===== src/rtl/sdram_auto_refresh.sv =====
// Periodic SDRAM auto-refresh: interval timer, arbiter handshake and PRECHARGE ALL + 2x AUTO REFRESH sequencer.
// Optional sticky missed-refresh flag aref_ovf is built only when SDRAM_AREF_OVF_EN is defined.
module sdram_auto_refresh #(
  parameter int CLK_FREQ_MHZ = 50,
  parameter int TREF_NS      = 7800,
  parameter int TRP_CYC      = 2,
  parameter int TRC_CYC      = 4
) (
  input  logic        clk,
  input  logic        rst,
  input  logic        init_done,
  input  logic        aref_en,
  output logic        aref_req,
  output logic        aref_done,
  output logic [3:0]  sdram_cmds,
  output logic [12:0] sdram_addrs,
  output logic        aref_ovf
);

  localparam int              INTERVAL = TREF_NS * CLK_FREQ_MHZ / 1000;
  localparam int              CNT_W    = $clog2(INTERVAL);
  localparam logic [CNT_W-1:0] CNT_LAST = CNT_W'(INTERVAL - 1);
  localparam logic [CNT_W-1:0] CNT_ONE  = CNT_W'(1);
  localparam logic [3:0]      CMD_NOP  = 4'b0111;
  localparam logic [3:0]      CMD_PRE  = 4'b0010;
  localparam logic [3:0]      CMD_AREF = 4'b0001;
  localparam logic [12:0]     ADDR_ALL = 13'h0400;
  localparam logic [7:0]      TRP_LOAD = 8'(TRP_CYC - 1);
  localparam logic [7:0]      TRC_LOAD = 8'(TRC_CYC - 1);

  typedef enum logic [2:0] {
    IDLE      = 3'd0,
    PCHG      = 3'd1,
    TRP_WAIT  = 3'd2,
    AREF1     = 3'd3,
    TRC_WAIT1 = 3'd4,
    AREF2     = 3'd5,
    TRC_WAIT2 = 3'd6,
    DONE      = 3'd7
  } state_t;

  state_t           state_q, state_d;
  logic [7:0]       wait_q, wait_d;
  logic [CNT_W-1:0] cnt_q, cnt_d;
  logic             req_q, req_d;
  logic [3:0]       cmd_q, cmd_d;
  logic [12:0]      addr_q, addr_d;
  logic             done_q, done_d;
  logic             grant_s;

  // Free-running interval timer and pending-request flag; a wrap while pending keeps the single request.
  always_comb begin
    grant_s = aref_en & req_q & (state_q == IDLE);
    cnt_d   = {CNT_W{1'b0}};
    req_d   = 1'b0;
    if (!init_done) begin
      cnt_d = {CNT_W{1'b0}};
      req_d = 1'b0;
    end else begin
      if (cnt_q == CNT_LAST) begin
        cnt_d = {CNT_W{1'b0}};
        req_d = 1'b1;
      end else begin
        cnt_d = cnt_q + CNT_ONE;
        req_d = grant_s ? 1'b0 : req_q;
      end
    end
  end

  // Sequencer next state; commands are decoded from the next state so they register alongside it.
  always_comb begin
    state_d = state_q;
    wait_d  = wait_q;
    case (state_q)
      IDLE: begin
        if (grant_s) state_d = PCHG;
        else         state_d = IDLE;
      end
      PCHG: begin
        state_d = TRP_WAIT;
        wait_d  = TRP_LOAD;
      end
      TRP_WAIT: begin
        if (wait_q == 8'd0) state_d = AREF1;
        else                wait_d  = wait_q - 8'd1;
      end
      AREF1: begin
        state_d = TRC_WAIT1;
        wait_d  = TRC_LOAD;
      end
      TRC_WAIT1: begin
        if (wait_q == 8'd0) state_d = AREF2;
        else                wait_d  = wait_q - 8'd1;
      end
      AREF2: begin
        state_d = TRC_WAIT2;
        wait_d  = TRC_LOAD;
      end
      TRC_WAIT2: begin
        if (wait_q == 8'd0) state_d = DONE;
        else                wait_d  = wait_q - 8'd1;
      end
      DONE:    state_d = IDLE;
      default: state_d = IDLE;
    endcase

    case (state_d)
      PCHG: begin
        cmd_d  = CMD_PRE;
        addr_d = ADDR_ALL;
      end
      AREF1, AREF2: begin
        cmd_d  = CMD_AREF;
        addr_d = 13'h0000;
      end
      default: begin
        cmd_d  = CMD_NOP;
        addr_d = 13'h0000;
      end
    endcase
    done_d = (state_d == DONE);
  end

  // State, timer and registered command outputs.
  always_ff @(posedge clk) begin
    if (rst) begin
      state_q <= IDLE;
      wait_q  <= 8'd0;
      cnt_q   <= {CNT_W{1'b0}};
      req_q   <= 1'b0;
      cmd_q   <= CMD_NOP;
      addr_q  <= 13'h0000;
      done_q  <= 1'b0;
    end else begin
      state_q <= state_d;
      wait_q  <= wait_d;
      cnt_q   <= cnt_d;
      req_q   <= req_d;
      cmd_q   <= cmd_d;
      addr_q  <= addr_d;
      done_q  <= done_d;
    end
  end

  assign aref_req    = req_q;
  assign aref_done   = done_q;
  assign sdram_cmds  = cmd_q;
  assign sdram_addrs = addr_q;

`ifdef SDRAM_AREF_OVF_EN
  logic aref_ovf_q, aref_ovf_d;

  // A whole further interval elapsed with the previous request still unserviced.
  always_comb begin
    if ((cnt_q == CNT_LAST) && req_q) aref_ovf_d = 1'b1;
    else                              aref_ovf_d = aref_ovf_q;
  end

  // Sticky until reset.
  always_ff @(posedge clk) begin
    if (rst) aref_ovf_q <= 1'b0;
    else     aref_ovf_q <= aref_ovf_d;
  end

  assign aref_ovf = aref_ovf_q;
`else
  assign aref_ovf = 1'b0;
`endif

endmodule


===== config.mk =====
export PLATFORM = sky130hd
export DESIGN_NAME = sdram_auto_refresh
export DESIGN_NICKNAME = d
export VERILOG_FILES = /design/src/rtl/sdram_auto_refresh.sv
export SDC_FILE = /design/constraint.sdc
export NUM_CORES = 1
export LEC_CHECK = 0
export CORE_MARGIN = 2
export CORE_UTILIZATION = 45
export DETAILED_ROUTE_END_ITERATION = 10
export DONT_BUFFER_PORTS = 1
export PLACE_DENSITY_LB_ADDON = 0.05
export SYNTH_ARGS = -nofsm -noshare
export SYNTH_HDL_FRONTEND = slang
export SYNTH_SLANG_ARGS = --single-unit

===== constraint.sdc =====
create_clock -name clk -period 3.05 [get_ports clk]
set_input_delay 0.915 -clock clk [delete_from_list [all_inputs] [get_ports clk]]
set_output_delay 0.915 -clock clk [all_outputs]
set_load 0.005 [all_outputs]

==> metrics, run 1 <==
Primary FF master, synth=dfxtp_1; largest net degree at the start of global routing=14; via count=958; Synth top area share=39.32%; RSZ-0062 raised after global routing=no; Power per Cell Area=382.2 nW/µm²; Seq pwr share=68.6%; Critical Path End Type=register; Hold Path Origin=wait_q[5]; setup TNS=0 ns; ant diodes=0; FF+latch area=520.5 µm²; routed wire length=2.248 mm; area occupied by multi-input gates=704.4 µm²; H-tree Lvls=1; Final Worst Setup Slack=0.9240 ns; vias in the first global route=895; Placed Cells=176; Worst-Margin Slew=0.9921 ns; Worst-path clk slew=0.14 ns; R2R setup slack=0.92 ns; PortBufs=0; Sw Ratio=21.60%; Clock power frac=28.7%; Worst Setup Start Kind=register; Seq/Total Area, Yosys=39.32%; CTS resizes=0; worst path arrival time=2.35 ns; FILL cells=289; Final Hold Viols=0; Setup Buffers After CTS=0; library cells used by synthesis=36; Tmin final=2.126 ns; Internal=0.3910 mW; std cell rows=19; die height=58.24 µm; initial antenna violation count=0; Post-Syn Area=1324 µm²; largest area contributor in the netlist=dfxtp_1; core region area=2781 µm²; period utilisation layout=69.70%; clk_skew=0.007456 ns; Comb power frac=2.6%; Non-Filler Instances=179; synthesized flop and latch total=26; Final Max Slew Viols=0; Area after DPL=1282 µm²; total track usage=15.22%; DR iter-0 viols=13; initial core utilization=47.59%; clk_lat worst skew=0.32 ns; Post-synth EDFFs=0; routed len/inst=12.56 µm; root buffer cell=clkbuf_4; P&R area growth vs syn=-1.418%; cell area after layout=1305 µm²; maximum VDD drop=0.3231 mV; fmax=470.4 MHz; largest cells by area after synthesis=dfxtp_1 (39%), buf_4 (7.9%), xnor2_1 (5.3%); Post-CTS Hold Buffers=0; worst-path maximum fanout=12; WHS Endpoint=wait_q[5]; leakage=0.4989 nW; FF-to-FF Start=state_q[0]; clk sinks=26; share of cells above drive strength 1=8.784%; Critical Path RT=3.28 ns; R2R cell count=4; die area=3391 µm²; max-cap viol count=0; Post-route DRC=0; outcome=complete, no violations; io pins=24; CTS buffer count=3; Hold Path Class=reg -> reg; synthesized area per cell=8.709 µm²; Mapped Cells=152; headroom to the max-slew limit=33.16%; asr flop ratio synth=0%; grt total ovfl=0; Pre-Repair DR Iteration Count=4; Hold Path Cell Cnt=2; Net Switching=0.1078 mW; first-pass GRT wire length=4.002 mm; CTS tree=built; Nets=157; R2R Path End=wait_q[6]; Setup CP Type=reg -> reg; post-route ant nets=0; die width=58.24 µm; HPWL after DPL=1.698 mm; Setup WS pre-CTS=0.9377 ns; Setup Viol. Count Final=0; final total power=0.4988 mW; maximum buffer depth of the clock tree=2; gpl congestion=0.7796; Syn. warnings=0; vias per cell=5.352
==> metal layers <==
layer	global-route usage, %	part of all wire [%]	wire length (µm)	up-vias
met3	4.464	5.2	118	4
li1	-	-	-	492
met4	3.654	1.4	32	0
met1	18.16	45	1001	438
met5	0	0	0	-
met2	26.79	49	1095	24
==> layout make-up <==
| class | instances | area share [%] |
|---|---|---|
| inverter | 5 | 1.438 |
| tap | 31 | 2.972 |
| sequential | 26 | 39.88 |
| clock buffer | 3 | 1.726 |
| multi-input combinational | 114 | 53.98 |
==> state kept, by name, indices dropped and copies added, names as in the netlist <==
name	cells
sdram_cmds	3
sdram_addrs	1
aref_done	1
state_q	3
cnt_q	9
aref_req	1
wait_q	8
==> worst max-delay path: stages, from the launching register on <==
cell and delay (ns):
dfxtp_1 0.60, or3_1 0.18, o21ai_0 0.35, or4_2 0.77, mux2i_1 0.14
==> placed cells by master, fill, tap and decap left out <==
cell type  count
or4_4          2
nor4_1         1
nand2b_1       3
nor4_4         1
dfxtp_1       26
o21ai_0        4
nor4b_1        1
nor2b_1        2
xor2_1         2
and2_1         1
or4_1          3
a21oi_4        1
o21a_1         1
nor2_1        16
a21boi_0       3
xnor2_1        8
o31ai_1        2
or4_2          3
ha_1           3
inv_1          5
nand3_1        6
nor3_1         7
or3_1          4
nand4_1        2
and3_1         1
conb_1        14
mux2i_1        3
o32ai_1        1
a21oi_1        3
nand2_1       12
or3b_2         1
o311ai_0       1
or3_2          2
clkbuf_4       3
==> cells by family (layout without fill, tap and decap cells) <==
kind of cell             count (synthesis)  count (layout)  share of synthesized area, %
adder cells (fa/ha/maj)                  3               3                         2.836
AND/OR/NAND/NOR                         68              68                         28.92
other                                    1              14                        0.2833
multiplexers                             3               3                         2.269
flip-flops                              26              26                         39.32
XOR/XNOR                                10              10                         6.617
buffers and inverters                   25               8                         11.15
AO/OA/AOI/OAI                           16              16                         8.601
==> per-stage QoR <==
| stage | hold WS, ns | util [%] |
|---|---|---|
| CTS | 0.4819 | 46.92 |
| detailed placement | 0.4638 | 46.11 |
| global route | 0.5216 | 46.92 |
| finish | 0.4733 | 46.92 |
| floorplan | 0.4427 | - |
| global placement | 0.4644 | 46.11 |
==> worst max path at each step <==
stage | from | cells past startpoint | endpoint | slack (ns)
3_3_place_gp | state_q[0] | 4 | wait_q[6] | 0.99
6_report | state_q[0] | 4 | wait_q[6] | 0.92
5_1_grt | state_q[0] | 4 | wait_q[1] | 0.75
3_5_place_dp | state_q[0] | 4 | wait_q[6] | 0.94
2_1_floorplan | wait_q[0] | 6 | sdram_cmds[2] | 1.16
4_1_cts | state_q[0] | 4 | wait_q[6] | 0.91
==> power groups by stage <==
stage / Clock (mW) / Sequential [mW] / Combinational, mW
2_1_floorplan: 0 / 0.350 / 0.0263
3_3_place_gp: 0 / 0.350 / 0.0131
3_5_place_dp: 0 / 0.350 / 0.0130
4_1_cts: 0.151 / 0.342 / 0.0130
5_1_grt: 0.167 / 0.343 / 0.0162
6_report: 0.143 / 0.342 / 0.0132
==> Yosys cell counts (all sizes together), types with 2 or more instances <==
cell type and number:
ha 3, nor2 16, o21ai 4, inv 5, clkbuf 5, nand4 2, nand2 12, buf 15
nand2b 3, nor4 2, xor2 2, xnor2 8, o31ai 2, nor2b 2, or3 6, mux2i 3
nand3 6, nor3 7, a21oi 4, or4 8, a21boi 3, dfxtp 26
No activity file was read; power rests on OpenSTA's default activity.
==> run 2: changes to the inputs <==
==> constraint.sdc (replaced) <==
create_clock -name clk -period 1.8 [get_ports clk]
set_input_delay 0.54 -clock clk [delete_from_list [all_inputs] [get_ports clk]]
set_output_delay 0.54 -clock clk [all_outputs]
set_load 0.005 [all_outputs]
==> metrics, run 2 (synthesis results as in run 1) <==
Critical Path RT=2.11 ns; Area after DPL=1396 µm²; max-cap viol count=0; Post-route DRC=0; Util after Layout=53.76%; H-tree Lvls=1; Final Max Slew Viols=0; Seq pwr share=57.0%; most frequent cells in the layout=dfxtp_1 (22), nor2_1 (16), conb_1 (14), buf_4 (14), nand2_1 (12); setup TNS=-0.01052 ns; FF-to-FF Start=wait_q[0]; initial core utilization=47.59%; initial antenna violation count=0; Setup Viol. Count Final=2; core region area=2781 µm²; maximum buffer depth of the clock tree=2; Power per Cell Area=680.3 nW/µm²; Worst Setup Start Kind=register; maximum VDD drop=0.4700 mV; cell area after layout=1495 µm²; io pins=24; gpl congestion=0.8487; worst path cell trace=inv_2 > ha_4 > or3b_4 > or4_4 > a21oi_4 > and2_1; HPWL after DPL=1.764 mm; die area=3391 µm²; largest net degree at the start of global routing=16; P&R area growth vs syn=12.95%; CTS tree=built; Nets=171; Setup CP Type=reg -> reg; vias per cell=5.351; Net Switching=0.2072 mW; Crit path largest cell delay=0.53 ns; clk sinks=26; PortBufs=0; vias in the first global route=934; Hold Path Class=in -> reg; Internal=0.8100 mW; std cell rows=19; Pre-Repair DR Iteration Count=4; Tmin final=1.807 ns; total track usage=15.22%; worst-path maximum fanout=5; R2R cell count=6; Setup WS pre-CTS=-0.04257 ns; routed len/inst=13.05 µm; fmax=553.3 MHz; DR iter-0 viols=20; routed wire length=2.532 mm; share of cells above drive strength 1=24.54%; RSZ-0062 raised after global routing=yes; critical path launch point=wait_q[0]; leakage=0.5929 nW; Post-CTS Hold Buffers=0; period utilisation layout=100.4%; clk_skew=0.01448 ns; commonest non-fill, non-tap cell in the layout=dfxtp_1; ant diodes=0; R2R setup slack=-0.007 ns; final total power=1.017 mW; CP max-delay cell=or4_4; Final Worst Setup Slack=-0.007400 ns; worst path arrival time=2.11 ns; die width=58.24 µm; Final Hold Viols=0; FILL cells=259; Comb power frac=2.1%; root buffer cell=clkbuf_4; failing checks=negative setup slack; die height=58.24 µm; Clock power frac=40.8%; first-pass GRT wire length=4.008 mm; area occupied by multi-input gates=754.5 µm²; crit path capture=sdram_addrs[10]; FF+latch area=525.5 µm²; R2R Path End=sdram_addrs[10]; Worst-path clk slew=0.16 ns; post-route ant nets=0; Top Registers=cnt_q x9, wait_q x8; Reg with most FFs=cnt_q; clk_lat worst skew=0.34 ns; CTS buffer count=3; via count=1038; grt total ovfl=0; Sw Ratio=20.37%; Critical Path End Type=register; outcome=finished with violations; max FFs per register=9
-- run 2: cell count changes in the layout (fill, tap and decap cells not counted), moves of 2 or more --
cell	previous run	this run
nor3_2	0	2
buf_4	0	14
a21boi_0	3	1
a21boi_1	0	2
dfxtp_2	0	4
inv_2	0	2
inv_1	5	3
dfxtp_1	26	22
nor3_1	7	5
or4_4	2	4
or4_2	3	1
-- run 2: how the worst min path moves through the flow --
stage	start	endpoint	slack (ns)	depth (start not counted)
finish	rst	wait_q[1]	0.23	1
floorplan	wait_q[5]	wait_q[5]	0.44	2
detailed placement	cnt_q[0]	cnt_q[0]	0.47	1
global route	rst	wait_q[1]	0.22	1
CTS	rst	state_q[2]	0.24	1
global placement	cnt_q[0]	cnt_q[0]	0.46	1
-- run 2: what timing repair did --
action | CTS | global route
endpoints found under the setup margin | 3 | 12
resized for setup | 3 | 9
pin swaps | 0 | 2
buffers inserted | 0 | 1
-- run 2: layout make-up --
type	instances	share of cell area [%]
clock buffers	3	1.506
clock inverters	1	2.008
inverters	5	1.255
multi-input cells	114	50.46
flip-flops and latches	26	35.15
well taps	31	2.594
repair buffers	14	7.029
-- run 2: critical path, delay by kind of cell (launching register included) --
kind	cells	cell delay (ns)
AND/OR/NAND/NOR	3	1.03
AO/OA/AOI/OAI	1	0.20
buffers and inverters	1	0.07
adder cells (fa/ha/maj)	1	0.12
flip-flops	1	0.35
-- run 2: power groups by stage --
| stage | clock, mW | sequential (mW) | combinational (mW) |
|---|---|---|---|
| after floorplan | 0 | 0.592 | 0.0446 |
| after global placement | 0 | 0.593 | 0.0212 |
| after detailed placement | 0 | 0.593 | 0.0212 |
| after CTS | 0.415 | 0.580 | 0.0213 |
| after global routing | 0.444 | 0.581 | 0.0267 |
| final | 0.415 | 0.580 | 0.0218 |
-- run 2: routing by layer --
layer	wire [µm]	part of all wire [%]	vias up	GRT usage, %
met3	98	3.9	5	2.679
met5	0	0	-	0
li1	-	-	518	-
met4	35	1.4	0	5.980
met2	1339	53	25	27.11
met1	1059	42	490	18.03
-- run 2: through the flow --
step,cells,hold slack [ns]
CTS,193,0.2438
floorplan,165,0.4435
finish,194,0.2328
global placement,189,0.4635
global route,194,0.2229
detailed placement,189,0.4727
==> run 3: changes to the inputs <==
--- a/config.mk
+++ b/config.mk
@@ -9,7 +9,9 @@
 export CORE_UTILIZATION = 45
 export DETAILED_ROUTE_END_ITERATION = 10
 export DONT_BUFFER_PORTS = 1
+export MAX_ROUTING_LAYER = met4
 export PLACE_DENSITY_LB_ADDON = 0.05
+export SLEW_MARGIN = 30
 export SYNTH_ARGS = -nofsm -noshare
 export SYNTH_HDL_FRONTEND = slang
 export SYNTH_SLANG_ARGS = --single-unit
==> metrics, run 3 (synthesis results as in run 1) <==
outcome=finished with violations; failing checks=negative setup slack; largest net degree at the start of global routing=16; clk_lat worst skew=0.34 ns; Nets=171; worst-path maximum fanout=5; gpl congestion=0.8621; Critical Path End Type=register; Worst-path clk slew=0.15 ns; FF+latch area=524.3 µm²; Area after DPL=1396 µm²; share of cells above drive strength 1=23.93%; Critical Path RT=2.10 ns; cell area after layout=1494 µm²; Post-route DRC=0; first-pass GRT wire length=4.022 mm; maximum buffer depth of the clock tree=2; FILL cells=259; CTS tree=built; die area=3391 µm²; HPWL after DPL=1.764 mm; CP max-delay cell=or4_4; via count=1032; CTS buffer count=3; most frequent cells in the layout=dfxtp_1 (23), nor2_1 (16), conb_1 (14), buf_4 (14), nand2_1 (12); root buffer cell=clkbuf_4; H-tree Lvls=1; Buf/Inv on CP=0; Final Worst Setup Slack=-0.004792 ns; DR iter-0 viols=19; Power per Cell Area=676.7 nW/µm²; Top Registers=cnt_q x9, wait_q x8; period utilisation layout=100.3%; Hold Path Class=in -> reg; Placed Cells=189; clk_skew=0.006765 ns; ant diodes=0; Setup Viol. Count Final=2; Fin Hold WS=0.2425 ns; worst path cell trace=or4_4 > or4_4 > a21oi_4 > and2_1; routed wire length=2.518 mm; clk sinks=26; Crit path largest cell delay=0.57 ns; grt total ovfl=0; std cell rows=19; Final Max Slew Viols=0; PortBufs=0; max-cap viol count=0; Non-Filler Instances=194; leakage=0.5924 nW; initial antenna violation count=0; maximum VDD drop=0.4699 mV; Setup WS pre-CTS=-0.04257 ns; Tmin final=1.805 ns; die height=58.24 µm; initial core utilization=47.59%; vias in the first global route=932; Final Hold Viols=0; Setup CP Type=reg -> reg; fmax=554.1 MHz; RSZ-0062 raised after global routing=yes; Post-CTS Hold Buffers=0; Crit path max-delay family=simple AND/OR/NAND/NOR gates; die width=58.24 µm; worst path arrival time=2.10 ns; routed len/inst=12.98 µm; total track usage=15.72%; area occupied by multi-input gates=754.5 µm²; post-route ant nets=0; core region area=2781 µm²; max FFs per register=9; most numerous cell on the critical path=or4_4; io pins=24; commonest non-fill, non-tap cell in the layout=dfxtp_1; Pre-Repair DR Iteration Count=4; setup TNS=-0.006210 ns; vias per cell=5.320; Worst Setup Start Kind=register; P&R area growth vs syn=12.85%; Reg with most FFs=cnt_q
==> run 3: report_power, final <==
part	switching, mW	internal (mW)
Combinational	0.0153	0.00650
Sequential	0.00234	0.578
Clock	0.183	0.226
Total	0.201	0.810
==> run 3: worst reg2reg max path, stage by stage, from the launching register on <==
cell and delay, ns:
dfxtp_2 0.35, or4_4 0.57, or4_4 0.52, a21oi_4 0.20, and2_1 0.14
==> run 3: final cells by class <==
class / count / share of cell area [%]
multi-input combinational: 114 / 50.50
sequential: 26 / 35.09
timing repair buffer: 14 / 7.035
tap: 31 / 2.596
clock inverter: 1 / 2.010
clock buffer: 3 / 1.508
inverter: 5 / 1.256
==> run 3: final timing paths <==
check	from	to	slack (ns)	depth (start not counted)
max	wait_q[5]	sdram_addrs[10]	-0.005	4
min	rst	wait_q[1]	0.24	1
max reg2reg	wait_q[5]	sdram_addrs[10]	-0.005	4
min reg2reg	aref_req	aref_req	0.50	2
==> run 3: metal layers <==
layer	vias to the layer above	global-route usage (%)	share of wire (%)
met5	-	-	0
met4	0	5.980	1.4
met3	5	2.679	3.9
met2	25	27.11	54
met1	486	18.17	41
li1	516	-	-
==> run 3: repair_timing <==
item                                    4_1_cts  5_1_grt
resized for setup                             3        8
endpoints found under the setup margin        3       12
pin swaps                                     0        3
hold endpoints to repair                      0        0
buffers inserted                              0        1
==> run 3: stage by stage <==
step / util [%] / power (mW)
after floorplan: - / 0.6370
after global placement: 50.20 / 0.6139
final: 53.71 / 1.011
after detailed placement: 50.20 / 0.6140
after global routing: 53.71 / 1.053
after CTS: 52.36 / 1.017
